--- config.mk ---
export PLATFORM = sky130hd
export DESIGN_NAME = alu_exec_stage_flat
export DESIGN_NICKNAME = d
export VERILOG_FILES = /design/src/rtl/alu_pkg.sv /design/src/rtl/alu_exec_stage_if.sv /design/src/rtl/alu_core.sv /design/src/rtl/alu_exec_stage.sv /design/src/flat_wrapper.sv
export SDC_FILE = /design/constraint.sdc
export NUM_CORES = 1
export LEC_CHECK = 0
export BUFFER_PORTS_ARGS = -buffer_cell sky130_fd_sc_hd__buf_2
export CAP_MARGIN = 5
export CORE_MARGIN = 2
export CORE_UTILIZATION = 40
export CTS_CLUSTER_DIAMETER = 80
export DETAILED_ROUTE_END_ITERATION = 16
export PLACE_DENSITY = 0.72
export SYNTH_ARGS = -nofsm -noshare
export SYNTH_HDL_FRONTEND = slang
export SYNTH_SLANG_ARGS = --single-unit
--- constraint.sdc ---
create_clock -name clk -period 8.4 [get_ports clk]
set_input_delay 1.26 -clock clk [delete_from_list [all_inputs] [get_ports clk]]
set_output_delay 1.26 -clock clk [all_outputs]
set_load 0.03 [all_outputs]
--- src/rtl/alu_pkg.sv ---
// Shared definitions for the ALU execute stage: opcodes, op types, CPSR flag
// positions, handshake FSM states and the core result bundle.
package alu_pkg;

    typedef enum logic [3:0] {
        OP_AND = 4'd0,  OP_EOR = 4'd1,  OP_SUB = 4'd2,  OP_RSB = 4'd3,
        OP_ADD = 4'd4,  OP_ADC = 4'd5,  OP_SBC = 4'd6,  OP_RSC = 4'd7,
        OP_TST = 4'd8,  OP_TEQ = 4'd9,  OP_CMP = 4'd10, OP_CMN = 4'd11,
        OP_ORR = 4'd12, OP_MOV = 4'd13, OP_BIC = 4'd14, OP_MVN = 4'd15
    } alu_op_e;

    localparam logic [3:0] TYPE_NOP = 4'd0;
    localparam logic [3:0] TYPE_DP  = 4'd1;
    localparam logic [3:0] TYPE_MUL = 4'd2;

    localparam int CPSR_N = 31;
    localparam int CPSR_Z = 30;
    localparam int CPSR_C = 29;
    localparam int CPSR_V = 28;

    localparam int CTRL_S   = 4;
    localparam int CTRL_SHC = 5;

    typedef enum logic [1:0] {ST_REQ, ST_ACK, ST_WAIT, ST_DONE} state_e;

    typedef struct packed {
        logic [31:0] res;
        logic [31:0] cpsr;
        logic        w;
    } alu_out_t;

    // Compare-class ops always set flags and never write a register
    function automatic logic is_test(alu_op_e op);
        return (op == OP_TST) || (op == OP_TEQ) || (op == OP_CMP) || (op == OP_CMN);
    endfunction

endpackage

--- src/rtl/alu_exec_stage_if.sv ---
// Decode-side and writeback-side handshake bundle of the execute stage.
// slave = execute stage, master = the environment around it.
interface alu_exec_stage_if #(parameter int WIDTH = 32);
    logic [WIDTH-1:0] dataIn1;
    logic [WIDTH-1:0] dataIn2;
    logic [WIDTH-1:0] dataIn3;
    logic [WIDTH-1:0] dataIn4;
    logic [3:0]       typeIn;
    logic [WIDTH-1:0] srcDstIn;
    logic             readyIn;
    logic             triggerOut;
    logic             triggerIn;
    logic             readyOut;
    logic [WIDTH-1:0] dataOut1;
    logic [WIDTH-1:0] dataOut2;
    logic [WIDTH-1:0] cpsrOut;
    logic             w;
    logic [WIDTH-1:0] srcDstOut;

    modport slave (
        input  dataIn1, dataIn2, dataIn3, dataIn4, typeIn, srcDstIn, readyIn, triggerIn,
        output triggerOut, readyOut, dataOut1, dataOut2, cpsrOut, w, srcDstOut
    );

    modport master (
        output dataIn1, dataIn2, dataIn3, dataIn4, typeIn, srcDstIn, readyIn, triggerIn,
        input  triggerOut, readyOut, dataOut1, dataOut2, cpsrOut, w, srcDstOut
    );
endinterface

--- src/rtl/alu_core.sv ---
// Combinational ARM data-processing result and NZCV computation.
// Optional multiply support is enabled with the ALU_MUL_EN macro.
module alu_core
    import alu_pkg::*;
(
    input  logic [31:0] a,
    input  logic [31:0] b,
    input  logic [5:0]  ctrl,
    input  logic [31:0] cpsr,
    input  logic [3:0]  typ,
    output alu_out_t    o
);

    alu_op_e     op;
    logic [31:0] x, y, lres, res;
    logic        ci, arith, c, v;
    logic [32:0] sum;
    logic [3:0]  nzcv;
`ifdef ALU_MUL_EN
    logic [31:0] prod;
`endif

    // Every arithmetic op is x + y + ci; subtracts invert one operand and
    // carry in 1 (or CPSR.C), so carry-out is already NOT borrow.
    always_comb begin
        op    = alu_op_e'(ctrl[3:0]);
        x     = a;
        y     = b;
        ci    = 1'b0;
        arith = 1'b1;
        lres  = '0;
        case (op)
            OP_SUB, OP_CMP: begin y = ~b; ci = 1'b1; end
            OP_RSB:         begin x = b; y = ~a; ci = 1'b1; end
            OP_ADD, OP_CMN: ;
            OP_ADC:         ci = cpsr[CPSR_C];
            OP_SBC:         begin y = ~b; ci = cpsr[CPSR_C]; end
            OP_RSC:         begin x = b; y = ~a; ci = cpsr[CPSR_C]; end
            OP_AND, OP_TST: begin arith = 1'b0; lres = a & b; end
            OP_EOR, OP_TEQ: begin arith = 1'b0; lres = a ^ b; end
            OP_ORR:         begin arith = 1'b0; lres = a | b; end
            OP_MOV:         begin arith = 1'b0; lres = b; end
            OP_BIC:         begin arith = 1'b0; lres = a & ~b; end
            OP_MVN:         begin arith = 1'b0; lres = ~b; end
            default:        arith = 1'b0;
        endcase
        sum  = {1'b0, x} + {1'b0, y} + {32'd0, ci};
        res  = arith ? sum[31:0] : lres;
        c    = arith ? sum[32] : ctrl[CTRL_SHC];
        v    = arith ? ((x[31] == y[31]) && (sum[31] != x[31])) : cpsr[CPSR_V];
        nzcv = {res[31], (res == 32'd0), c, v};
    end

`ifdef ALU_MUL_EN
    assign prod = a * b;
`endif

    always_comb begin
        o.res  = '0;
        o.cpsr = cpsr;
        o.w    = 1'b0;
        case (typ)
            TYPE_DP: begin
                o.res = res;
                o.w   = !is_test(op);
                if (ctrl[CTRL_S] || is_test(op))
                    o.cpsr[CPSR_N:CPSR_V] = nzcv;
            end
`ifdef ALU_MUL_EN
            TYPE_MUL: begin
                o.res = prod;
                o.w   = 1'b1;
                if (ctrl[CTRL_S])
                    o.cpsr[CPSR_N:CPSR_Z] = {prod[31], (prod == 32'd0)};
            end
`endif
            default: ;
        endcase
    end

endmodule

--- src/rtl/alu_exec_stage.sv ---
// AsyncARM execute stage: toggle/ready handshake FSM around alu_core with
// registered writeback outputs. Define ALU_MUL_EN to execute MUL ops.
module alu_exec_stage
    import alu_pkg::*;
#(
    parameter int               WIDTH    = 32,
    parameter logic [WIDTH-1:0] CPSR_RST = '0
) (
    input  logic           clk,
    input  logic           reset,
    alu_exec_stage_if.slave bus
);

    state_e      state;
    logic        trig_copy;
    logic        trig_out_q;
    logic        ready_q;
    logic        w_q;
    logic [31:0] res_q, d2_q, cpsr_q, sd_q;
    alu_out_t    core_o;
    logic        unused_ctrl;

    assign unused_ctrl = ^bus.dataIn3[31:6];

    alu_core u_core (
        .a    (bus.dataIn1),
        .b    (bus.dataIn2),
        .ctrl (bus.dataIn3[5:0]),
        .cpsr (bus.dataIn4),
        .typ  (bus.typeIn),
        .o    (core_o)
    );

    // trig_copy only advances in DONE, so a writeback toggle seen earlier
    // stays pending and releases DONE on its first cycle.
    always_ff @(posedge clk) begin
        if (reset) begin
            state      <= ST_REQ;
            trig_copy  <= bus.triggerIn;
            trig_out_q <= 1'b0;
            ready_q    <= 1'b0;
            w_q        <= 1'b0;
            res_q      <= '0;
            d2_q       <= '0;
            cpsr_q     <= CPSR_RST;
            sd_q       <= '0;
        end else begin
            case (state)
                ST_REQ: begin
                    trig_out_q <= ~trig_out_q;
                    state      <= ST_ACK;
                end
                ST_ACK: begin
                    if (!bus.readyIn)
                        state <= ST_WAIT;
                end
                ST_WAIT: begin
                    if (bus.readyIn) begin
                        res_q   <= core_o.res;
                        cpsr_q  <= core_o.cpsr;
                        w_q     <= core_o.w;
                        d2_q    <= bus.dataIn2;
                        sd_q    <= bus.srcDstIn;
                        ready_q <= 1'b1;
                        state   <= ST_DONE;
                    end
                end
                ST_DONE: begin
                    if (bus.triggerIn != trig_copy) begin
                        trig_copy <= bus.triggerIn;
                        ready_q   <= 1'b0;
                        state     <= ST_REQ;
                    end
                end
                default: state <= ST_REQ;
            endcase
        end
    end

    assign bus.triggerOut = trig_out_q;
    assign bus.readyOut   = ready_q;
    assign bus.dataOut1   = res_q;
    assign bus.dataOut2   = d2_q;
    assign bus.cpsrOut    = cpsr_q;
    assign bus.w          = w_q;
    assign bus.srcDstOut  = sd_q;

endmodule

--- src/flat_wrapper.sv ---
// flat-port wrapper written by rule: the top's interface ports become plain ports
module alu_exec_stage_flat import alu_pkg::*;
#(
    parameter int               WIDTH    = 32,
    parameter logic [WIDTH-1:0] CPSR_RST = '0
)
  (clk, reset, bus_dataIn1, bus_dataIn2, bus_dataIn3, bus_dataIn4, bus_typeIn, bus_srcDstIn, bus_readyIn, bus_triggerIn, bus_triggerOut, bus_readyOut, bus_dataOut1, bus_dataOut2, bus_cpsrOut, bus_w, bus_srcDstOut);
  alu_exec_stage_if #(.WIDTH(WIDTH)) bus_i ();
  input  logic clk;
  input  logic reset;
  input wire logic [$bits(bus_i.dataIn1)-1:0] bus_dataIn1;
  input wire logic [$bits(bus_i.dataIn2)-1:0] bus_dataIn2;
  input wire logic [$bits(bus_i.dataIn3)-1:0] bus_dataIn3;
  input wire logic [$bits(bus_i.dataIn4)-1:0] bus_dataIn4;
  input wire logic [$bits(bus_i.typeIn)-1:0] bus_typeIn;
  input wire logic [$bits(bus_i.srcDstIn)-1:0] bus_srcDstIn;
  input wire logic [$bits(bus_i.readyIn)-1:0] bus_readyIn;
  input wire logic [$bits(bus_i.triggerIn)-1:0] bus_triggerIn;
  output wire logic [$bits(bus_i.triggerOut)-1:0] bus_triggerOut;
  output wire logic [$bits(bus_i.readyOut)-1:0] bus_readyOut;
  output wire logic [$bits(bus_i.dataOut1)-1:0] bus_dataOut1;
  output wire logic [$bits(bus_i.dataOut2)-1:0] bus_dataOut2;
  output wire logic [$bits(bus_i.cpsrOut)-1:0] bus_cpsrOut;
  output wire logic [$bits(bus_i.w)-1:0] bus_w;
  output wire logic [$bits(bus_i.srcDstOut)-1:0] bus_srcDstOut;
  assign bus_i.dataIn1 = bus_dataIn1;
  assign bus_i.dataIn2 = bus_dataIn2;
  assign bus_i.dataIn3 = bus_dataIn3;
  assign bus_i.dataIn4 = bus_dataIn4;
  assign bus_i.typeIn = bus_typeIn;
  assign bus_i.srcDstIn = bus_srcDstIn;
  assign bus_i.readyIn = bus_readyIn;
  assign bus_i.triggerIn = bus_triggerIn;
  assign bus_triggerOut = bus_i.triggerOut;
  assign bus_readyOut = bus_i.readyOut;
  assign bus_dataOut1 = bus_i.dataOut1;
  assign bus_dataOut2 = bus_i.dataOut2;
  assign bus_cpsrOut = bus_i.cpsrOut;
  assign bus_w = bus_i.w;
  assign bus_srcDstOut = bus_i.srcDstOut;
  alu_exec_stage #(.WIDTH(WIDTH), .CPSR_RST(CPSR_RST)) u_core (.clk(clk), .reset(reset), .bus(bus_i));
endmodule
# Word level (Yosys, flattened, before mapping)
# Cells that the tools add are included.
word_totals:
  reg_bits: 134
  latchBits: 0
  ramBits: 0
  romBits: 0
  in_bits: 168
  output_inout_bits: 131
  elab_cells: 85
  memories: 0
classes:
  addsub: 2
  multipliers: 0
  n_div: 0
  n_lt_le_gt_ge: 0
  eq_ne: 24
  shift: 0
  n_mux: 20
  bitwise: 7
  n_reduce_logical: 23
op_table:
  columns: ["operator", "n"]
  rows:
  - ["$pmux W32 S6", 1]
  - ["$and A32 B32 Y32", 2]
  - ["$mux W32", 2]
  - ["$not A32 Y32", 2]
  - ["$pmux W32 S2", 1]
  - ["$mux W36", 1]
  - ["$add A32 B32 Y33", 1]
  - ["$add A33 B1 Y33", 1]
  - ["$eq A4 B4 Y1 const B", 8]
  - ["$logic_not A32 Y1", 1]
  - ["$or A32 B32 Y32", 1]
  - ["$xor A32 B32 Y32", 1]
  - ["$eq A4 B3 Y1 const B", 3]
  - ["$reduce_or A3 Y1", 3]
  - ["$eq A4 B1 Y1 const B", 2]
  - ["$eq A4 B2 Y1 const B", 2]
  - ["$mux W1", 8]
  - ["$pmux W2 S4", 1]
  - ["$reduce_or A8 Y1", 1]
  - ["$mux W2", 3]
  - ["$reduce_and A3 Y1", 2]
  - ["$reduce_bool A2 Y1", 3]
  - ["$reduce_or A2 Y1", 3]
  - ["$eq A2 B2 Y1 const B", 2]
  - ["14 further kinds", 21]

# Longest topological paths before layout
# Gate-level depths: netlist of run 1.
depth:
  depth_word: 10
  mapped_depth: 23

# Modules after synthesis
# Synthesis of run 1 repeated with hierarchy kept, for this count alone.
hier_totals:
  cells_unflattened: 1582
  area_unflattened_um2: 10857.9
by_module_without_submodules:
  columns: ["mod", "n_inst", "cells_each", "area_per_inst_um2", "seq_area_each_um2"]
  rows:
  - ["alu_core", 1, 993, 6124.6, 0.0]
  - ["alu_exec_stage", 1, 589, 4733.3, 2692.6]

# Least setup slack after synthesis of run 1
# OpenSTA, ideal clock, no wires.
synth_path:
  kind: "input to register"
  from: "in bus_dataIn3[2]"
  to: "reg u_core.cpsr_q[30], in the netlist u_core.bus.cpsrOut[30]"
  setup_ns: 0.059
  t_arrival_ns: 5.766
  t_required_ns: 8.341
  path_slack_ns: 2.575
  cell_stages: 23
  path_buffers: 4
  cell_sequence: "buf_2 -> and2_2 -> buf_2 -> buf_1 -> nor3_1 -> a21o_1 -> clkbuf_1 -> nand2_1 -> o21ai_0 -> o21ai_0 -> fa_1 -> inv_1 -> fa_1 -> nor2b_4 -> o31a_1 -> o21ai_4 -> a21boi_1 -> a21o_1 -> xor2_1 -> a2111o_1 -> or4_1 -> nor4_2 -> a31o_1"
synth_via:
  elab_chain_len: 9
  word_cells_on_any_way: 36
  cone_classes: "2 x add/sub; 14 x eq/ne; 7 x mux; 13 x reduce/logical"
synth_rtl:
  columns: ["item", "line", "rtl"]
  rows:
  - ["start, declared", "flat_wrapper.sv:13", "input wire logic [$bits(bus_i.dataIn3)-1:0] bus_dataIn3;"]
  - ["$eq A4 B4 Y1 (tied with other cells)", "alu_pkg.sv:34, alu_core.sv:32", null]
  - ["$reduce_or A3 Y1 (no source line) / $reduce_or A2 Y1 (equally long branches)", null, null]
  - ["$pmux W32 S2 / $mux W32 (equally long branches)", "alu_core.sv:32", "case (op)"]
  - ["$add A32 B32 Y33", "alu_core.sv:47", "sum = {1'b0, x} + {1'b0, y} + {32'd0, ci};"]
  - ["$add A33 B1 Y33", "alu_core.sv:47", null]
  - ["$mux W32", "alu_core.sv:48", "res = arith ? sum[31:0] : lres;"]
  - ["$logic_not A32 Y1", "alu_core.sv:51", "nzcv = {res[31], (res == 32'd0), c, v};"]
  - ["$mux W4 *", "alu_core.sv:66", "if (ctrl[CTRL_S] || is_test(op))"]
  - ["$mux W36 *", "alu_core.sv:62", "case (typ)"]
  - ["end signal, assigned", "alu_exec_stage.sv:60", "cpsr_q <= core_o.cpsr;"]
  - ["end, declared", "alu_exec_stage.sv:19", "logic [31:0] res_q, d2_q, cpsr_q, sd_q;"]
# Mark *: on every way between the ends. The rest lies on a longest branch, timed or not.
# A chain may end at the register's enable or synchronous reset.

# Worst setup path in the final report of run 1
layout_path:
  from: "in bus_dataIn3[3]"
  to: "reg u_core.cpsr_q[30], in the netlist u_core.bus.cpsrOut[30]"
# The elaborated chain is that of the path after synthesis.

==> metrics, run 1 <==
register clock-pin slew on the reported worst setup and hold paths 0.07 ns; Hold Crit Depth 2; met2 wire length roughly 18 mm; WL met3 3.81 mm; Core Box Area 25100 µm²; postcts setup bufs 0; Nets 1910; pwr/cell area 194 nW/µm²; vias in the first global route approximately 10000; post-synthesis simple-gate area fraction 22.7%; Synth area leader dfxtp_1; DRC 0; Final Hold Vio Count 0; Peak Freq 0.168 GHz; largest family of logic cells by synthesized area compound AO/OA/AOI/OAI gates; RSZ-0062 raised after global routing false; FF-to-FF path depth 8; final core occ 48.5%; post-synthesis cell type count 87; clk buf depth 2; CP Class in -> reg; Top Layer Used met5; MaxCap Viol Count 0; r2r setup slk 5.58 ns; compound-cell area share of the yosys netlist 30.8%; first-pass GRT wire length 57.0 mm; commonest non-fill, non-tap cell in the layout nand2_1; outcome finished clean; layout cells sized above 1 20.9%; Ys Warns 0; Main synth FF type dfxtp_1; die area 26700 µm²; gp weighted congestion 0.960; crit path max fanout 32; Pleak roughly 5.4 nW; io pins about 300; Layout area overhead 19.6%; Inserted Clock Buffers 17; Worst Hold Launch u_core.bus.dataOut2[11]; DRT iter0 DRCs 1168; post-DR vias/cell slightly below 6; final period utilization between 70% and 80%; CTS tree yes; root buf cell clkbuf_16; Hold WC Path Type reg -> reg; relative slew slack around 29%; post-synthesis adder-cell area fraction under 10%; syn_nets approximately 1700; setup violators final 0; Layout fillers 2551; met1 wire length 14.8 mm; router iterations before antenna repair 5; Avg Inst Size Synth 6.88 µm²; worst r2r src u_core.state[0]; clk_skew between 0.01 and 0.015 ns; Tot GR Track Use a little over a quarter; CP required 8.76 ns; Worst Tran Pin Value between 1 and 1.5 ns; Peak VDD IR about 0.11 mV; FF+latch count, synth between 100 and 150; Tot Pwr 2.36 mW; Starting Density a little over 40%; TNS Setup 0 ns; Die Y 164 µm; DP Wirelength 27.7 mm; Worst Setup End Kind flop; die width approximately 160 µm; post-DR wirelength/cell 18.7 µm; crit path time final 5.95 ns; register area share after synthesis 26.5%; initial antenna violation count 8; xor and xnor area share after synthesis 1.81%; Post-synth EDFFs 1; Min-Delay Endpoint u_core.bus.dataOut2[11]; post-synth top area share 26.2%; RR Endpoint u_core.bus.dataOut1[28]; I/O Buffers approximately 270; multiplexer share of the synthesized area 0.934%; Total Routed Length approximately 38 mm; grt total ovfl 0; Fin Hold WS 0.450 ns; arrival time worst endpoint 6.31 ns; max-slew violations 0; Cell Rows 58; pin count of the biggest net entering global routing 99; Startpoint Class input port; worst skew pair latency around 0.42 ns; Resize count post-CTS 0; ys async rst share 0%; DR vias 11677; Routed Antenna Nets 0; Hold Buf Count CTS 0; most frequent cells in the layout 309 x nand2_1, 271 x buf_2, 183 x a21oi_1; Post-Syn Area 10200 µm²; top post-synthesis cells by area dfxtp_1 26%, nand2_1 11%, a21oi_1 9.0%; htree depth 4; synthesized instance count around 1500; clk sink count ~130
[cells by family after synthesis]
logic type	Yosys count
mux	9
simple gates	526
buf+inv	201
flops	134
xor+xnor	21
compound gates	518
fa+ha+maj	70
[stage by stage]
step | area, µm² | std cells | worst slack (ns)
3_3_place_gp | 11600 | 1983 | 2.21
3_5_place_dp | 11600 | 1983 | 2.18
4_1_cts | 12200 | 2015 | 2.57
2_1_floorplan | 10200 | 1479 | 2.57
6_report | 12200 | 2016 | 2.45
5_1_grt | 12200 | 2016 | 2.20
[worst max-delay path by stage]
| stage | start | to | slack [ns] | depth (start not counted) |
|---|---|---|---|---|
| 6_report | bus_dataIn3[3] | u_core.bus.cpsrOut[30] | 2.45 | 21 |
| 5_1_grt | bus_dataIn3[1] | u_core.bus.cpsrOut[30] | 2.20 | 19 |
| 4_1_cts | bus_dataIn3[3] | u_core.bus.cpsrOut[30] | 2.57 | 21 |
| 3_5_place_dp | bus_dataIn3[3] | u_core.bus.cpsrOut[30] | 2.18 | 21 |
| 3_3_place_gp | bus_dataIn3[3] | u_core.bus.cpsrOut[30] | 2.21 | 21 |
| 2_1_floorplan | bus_dataIn3[2] | u_core.bus.cpsrOut[30] | 2.57 | 23 |
[flip-flops by register name, summed over array words and instances, names as in the netlist]
signal                 count
u_core.bus.cpsrOut        32
u_core.bus.dataOut1       32
u_core.bus.dataOut2       32
u_core.bus.readyOut        1
u_core.bus.srcDstOut      32
u_core.bus.triggerOut      1
u_core.bus.w               1
u_core.state               2
u_core.trig_copy           1
[layer usage]
| metal | vias up | track usage, % |
|---|---|---|
| li1 | 5578 | - |
| met1 | 5387 | 33.5 |
| met2 | 605 | 45.6 |
| met3 | 99 | 6.20 |
| met4 | 8 | 10.4 |
| met5 | - | 0 |
[layout make-up]
cell class	count	area (µm²)	area share, %
Sequential cell	134	2690	22.1
Tap cell	330	413	3.39
Clock inverter	15	181	1.49
Inverter	83	312	2.56
Antenna cell	1	2.50	0.0206
Clock buffer	17	425	3.49
Timing Repair Buffer	292	1510	12.4
Multi-Input combinational cell	1144	6630	54.5
[critical path, stage by stage]
cell and delay (ns):
buf_2 0.37, and2_2 0.69, nor3_2 0.09, a21o_1 0.17, buf_4 0.27, nand2_1 0.11
o21ai_0 0.07, o21ai_0 0.12, fa_1 0.26, inv_1 0.07, fa_1 0.52, nor2b_4 0.16
o31a_1 0.21, o21ai_4 0.10, a21boi_1 0.26, a21o_1 0.23, xor2_1 0.12, a2111o_1 0.44
or4_1 0.44, nor4_2 0.16, a31o_1 0.16
[cell usage after synthesis, types with 14 or more instances]
master	n
nand3_1	19
ha_1	68
inv_1	83
nor3_1	16
nor2_1	96
o22ai_1	18
o21ai_0	153
a21oi_1	183
dfxtp_1	133
clkbuf_1	83
nand2_1	311
nor2b_1	22
a22oi_1	26
nand4_1	14
[where the power goes]
group | switching, mW | internal [mW] | leakage, nW
Sequential | 0.0303 | 0.694 | 1.09
Combinational | 0.583 | 0.290 | 4.05
Clock | 0.333 | 0.426 | 0.293
(Power assumes the default switching activity.)
==> run 2: changes to the inputs <==
==> constraint.sdc (replaced) <==
create_clock -name clk -period 5.87 [get_ports clk]
set_input_delay 0.8805 -clock clk [delete_from_list [all_inputs] [get_ports clk]]
set_output_delay 0.8805 -clock clk [all_outputs]
set_load 0.03 [all_outputs]
==> metrics, run 2 (same netlist as run 1, synthesis figures left out) <==
commonest non-fill, non-tap cell in the layout nand2_1; router iterations before antenna repair 6 (+1); first-pass GRT wire length 57.6 mm (+1.1%); clk_skew 0.0104 ns (-0.000807 ns); final period utilization between 80% and 90%; DP Wirelength 28.6 mm (+3.1%); Total Routed Length 38.3 mm (+1.5%); post-route setup slack 1.04 ns (-1.41 ns); setup violators final 0 (unchanged); relative slew slack 29.2% (+0.64 points); clk buf depth 2 (unchanged); Layout fillers 2566 (+0.59%); CTS tree yes; post-route cell area 12300 µm² (+1.4%); vias in the first global route 10714 (+2.2%); I/O Buffers 272 (unchanged); register clock-pin slew on the reported worst setup and hold paths 0.06 ns (about the same); Hold Buf Count CTS 0 (unchanged); crit path time final 4.83 ns; Cell Count, Final, Fillers Out 2048 (+1.6%); Crit-path slowest cell ha_1; Peak Freq 0.207 GHz; postcts setup bufs 0 (unchanged); CP Class in -> reg; Post-DP Area 11800 µm² (+1.8%); most frequent cells in the layout 309 x nand2_1, 271 x buf_2, 183 x a21oi_1; root buf cell clkbuf_16; worst skew pair latency 0.42 ns (about the same); Starting Density 40.5% (unchanged); Hold WC Path Type reg -> reg; RSZ-0062 raised after global routing false; initial antenna violation count 9 (+1); pwr/cell area 273 nW/µm² (+41%); DR vias 11768 (+0.78%); Inserted Clock Buffers 17 (unchanged); max incr delay on CP 0.41 ns (-0.28 ns); pin count of the biggest net entering global routing 100 (+1.0%); die width 164 µm (unchanged); MaxCap Viol Count 0 (unchanged); post-DR vias/cell 5.75 (-0.80%); r2r setup slk 3.20 ns (-2.38 ns); Final Hold Vio Count 0 (unchanged); max-slew violations 0 (unchanged); gp weighted congestion 0.962 (+0.29%); layout cells sized above 1 22.2% (+1.2 points); cells along the critical path buf_2 > buf_4 > nor2_1 > a21o_1 > buf_4 > nand2_1 > o21ai_0 > o21ai_0 > ha_1 > and4_1 > nand3_1 > a21oi_2 > o21ai_0 > a211oi_1 > mux2_2 > nor3_1 > buf_4 > nand4_1 > nor4_2 > a31o_1; Startpoint Class input port; Resize count post-CTS 0 (unchanged); htree depth 4 (unchanged); DRC 0 (unchanged); Die Y 164 µm (unchanged); Peak VDD IR 0.188 mV (+69%); clk sink count 134 (unchanged); Layout area overhead 21.3%; placed insts 2010 (+1.4%); arrival time worst endpoint 5.20 ns (-1.11 ns); Worst Setup End Kind flop; Cell Rows 58 (unchanged); grt total ovfl 0 (unchanged); CP required 6.24 ns (-2.52 ns); Core Box Area 25100 µm² (unchanged); io pins 299 (unchanged); DRT iter0 DRCs 1173 (+0.43%); Worst Tran Pin Value 1.06 ns (-0.00967 ns); Tot GR Track Use 27.4% (+0.35 points); Pleak 5.54 nW (+2.0%); crit path max fanout 23 (-28%); Setup Slack @ Placement 0.627 ns (-1.55 ns); die area 26700 µm² (unchanged); post-DR wirelength/cell 18.7 µm (about the same); outcome finished clean; Routed Antenna Nets 0 (unchanged); Nets 1937 (+1.4%); TNS Setup 0 ns (unchanged)
==> run 2: metrics by stage <==
stage	utilization [%]	hold WS (ns)	power [mW]
2_1_floorplan	-	0.511	1.93
3_3_place_gp	46.9	0.439	2.31
3_5_place_dp	46.9	0.444	2.33
4_1_cts	49.1	0.452	3.36
5_1_grt	49.1	0.473	3.54
6_report	49.2	0.451	3.36
==> run 2: worst paths after layout <==
check	startpoint	to	cells after the start
hold reg to reg	u_core.bus.cpsrOut[18]	u_core.bus.cpsrOut[18]	2
setup / recovery	bus_dataIn3[3]	u_core.bus.cpsrOut[30]	20
hold / removal	u_core.bus.cpsrOut[18]	u_core.bus.cpsrOut[18]	2
setup reg to reg	u_core.state[0]	u_core.bus.cpsrOut[30]	11
==> run 2: final cells by class <==
type / count / area [µm²] / share of cell area [%]
diodes: 6 / 15.0 / 0.122
clock buffers: 17 / 425 / 3.45
clock inverters: 15 / 135 / 1.09
inverters: 83 / 312 / 2.52
multi-input cells: 1144 / 6630 / 53.7
flip-flops and latches: 134 / 2690 / 21.8
well taps: 330 / 413 / 3.35
repair buffers: 319 / 1720 / 13.9
==> run 2: critical path: cells and delay by family <==
kind / cells / cell delay, ns
AO/OA/AOI/OAI: 7 / 1.45
AND/OR/NAND/NOR: 7 / 1.27
buffers and inverters: 4 / 0.78
adder cells (fa/ha/maj): 1 / 0.41
multiplexers: 1 / 0.38
==> run 2: metal layers <==
layer | GRT usage, % | share of wire [%] | vias up
met5 | 0 | 0.060 | -
met4 | 14.0 | 4.6 | 4
li1 | - | - | 5641
met3 | 5.74 | 9.1 | 110
met2 | 45.1 | 46 | 607
met1 | 33.8 | 40 | 5406
==> run 2: where the power goes <==
group          leakage (nW)  internal, mW  switching [mW]
clock network         0.273         0.560           0.466
logic                  4.18         0.445           0.858
registers              1.09         0.993          0.0430
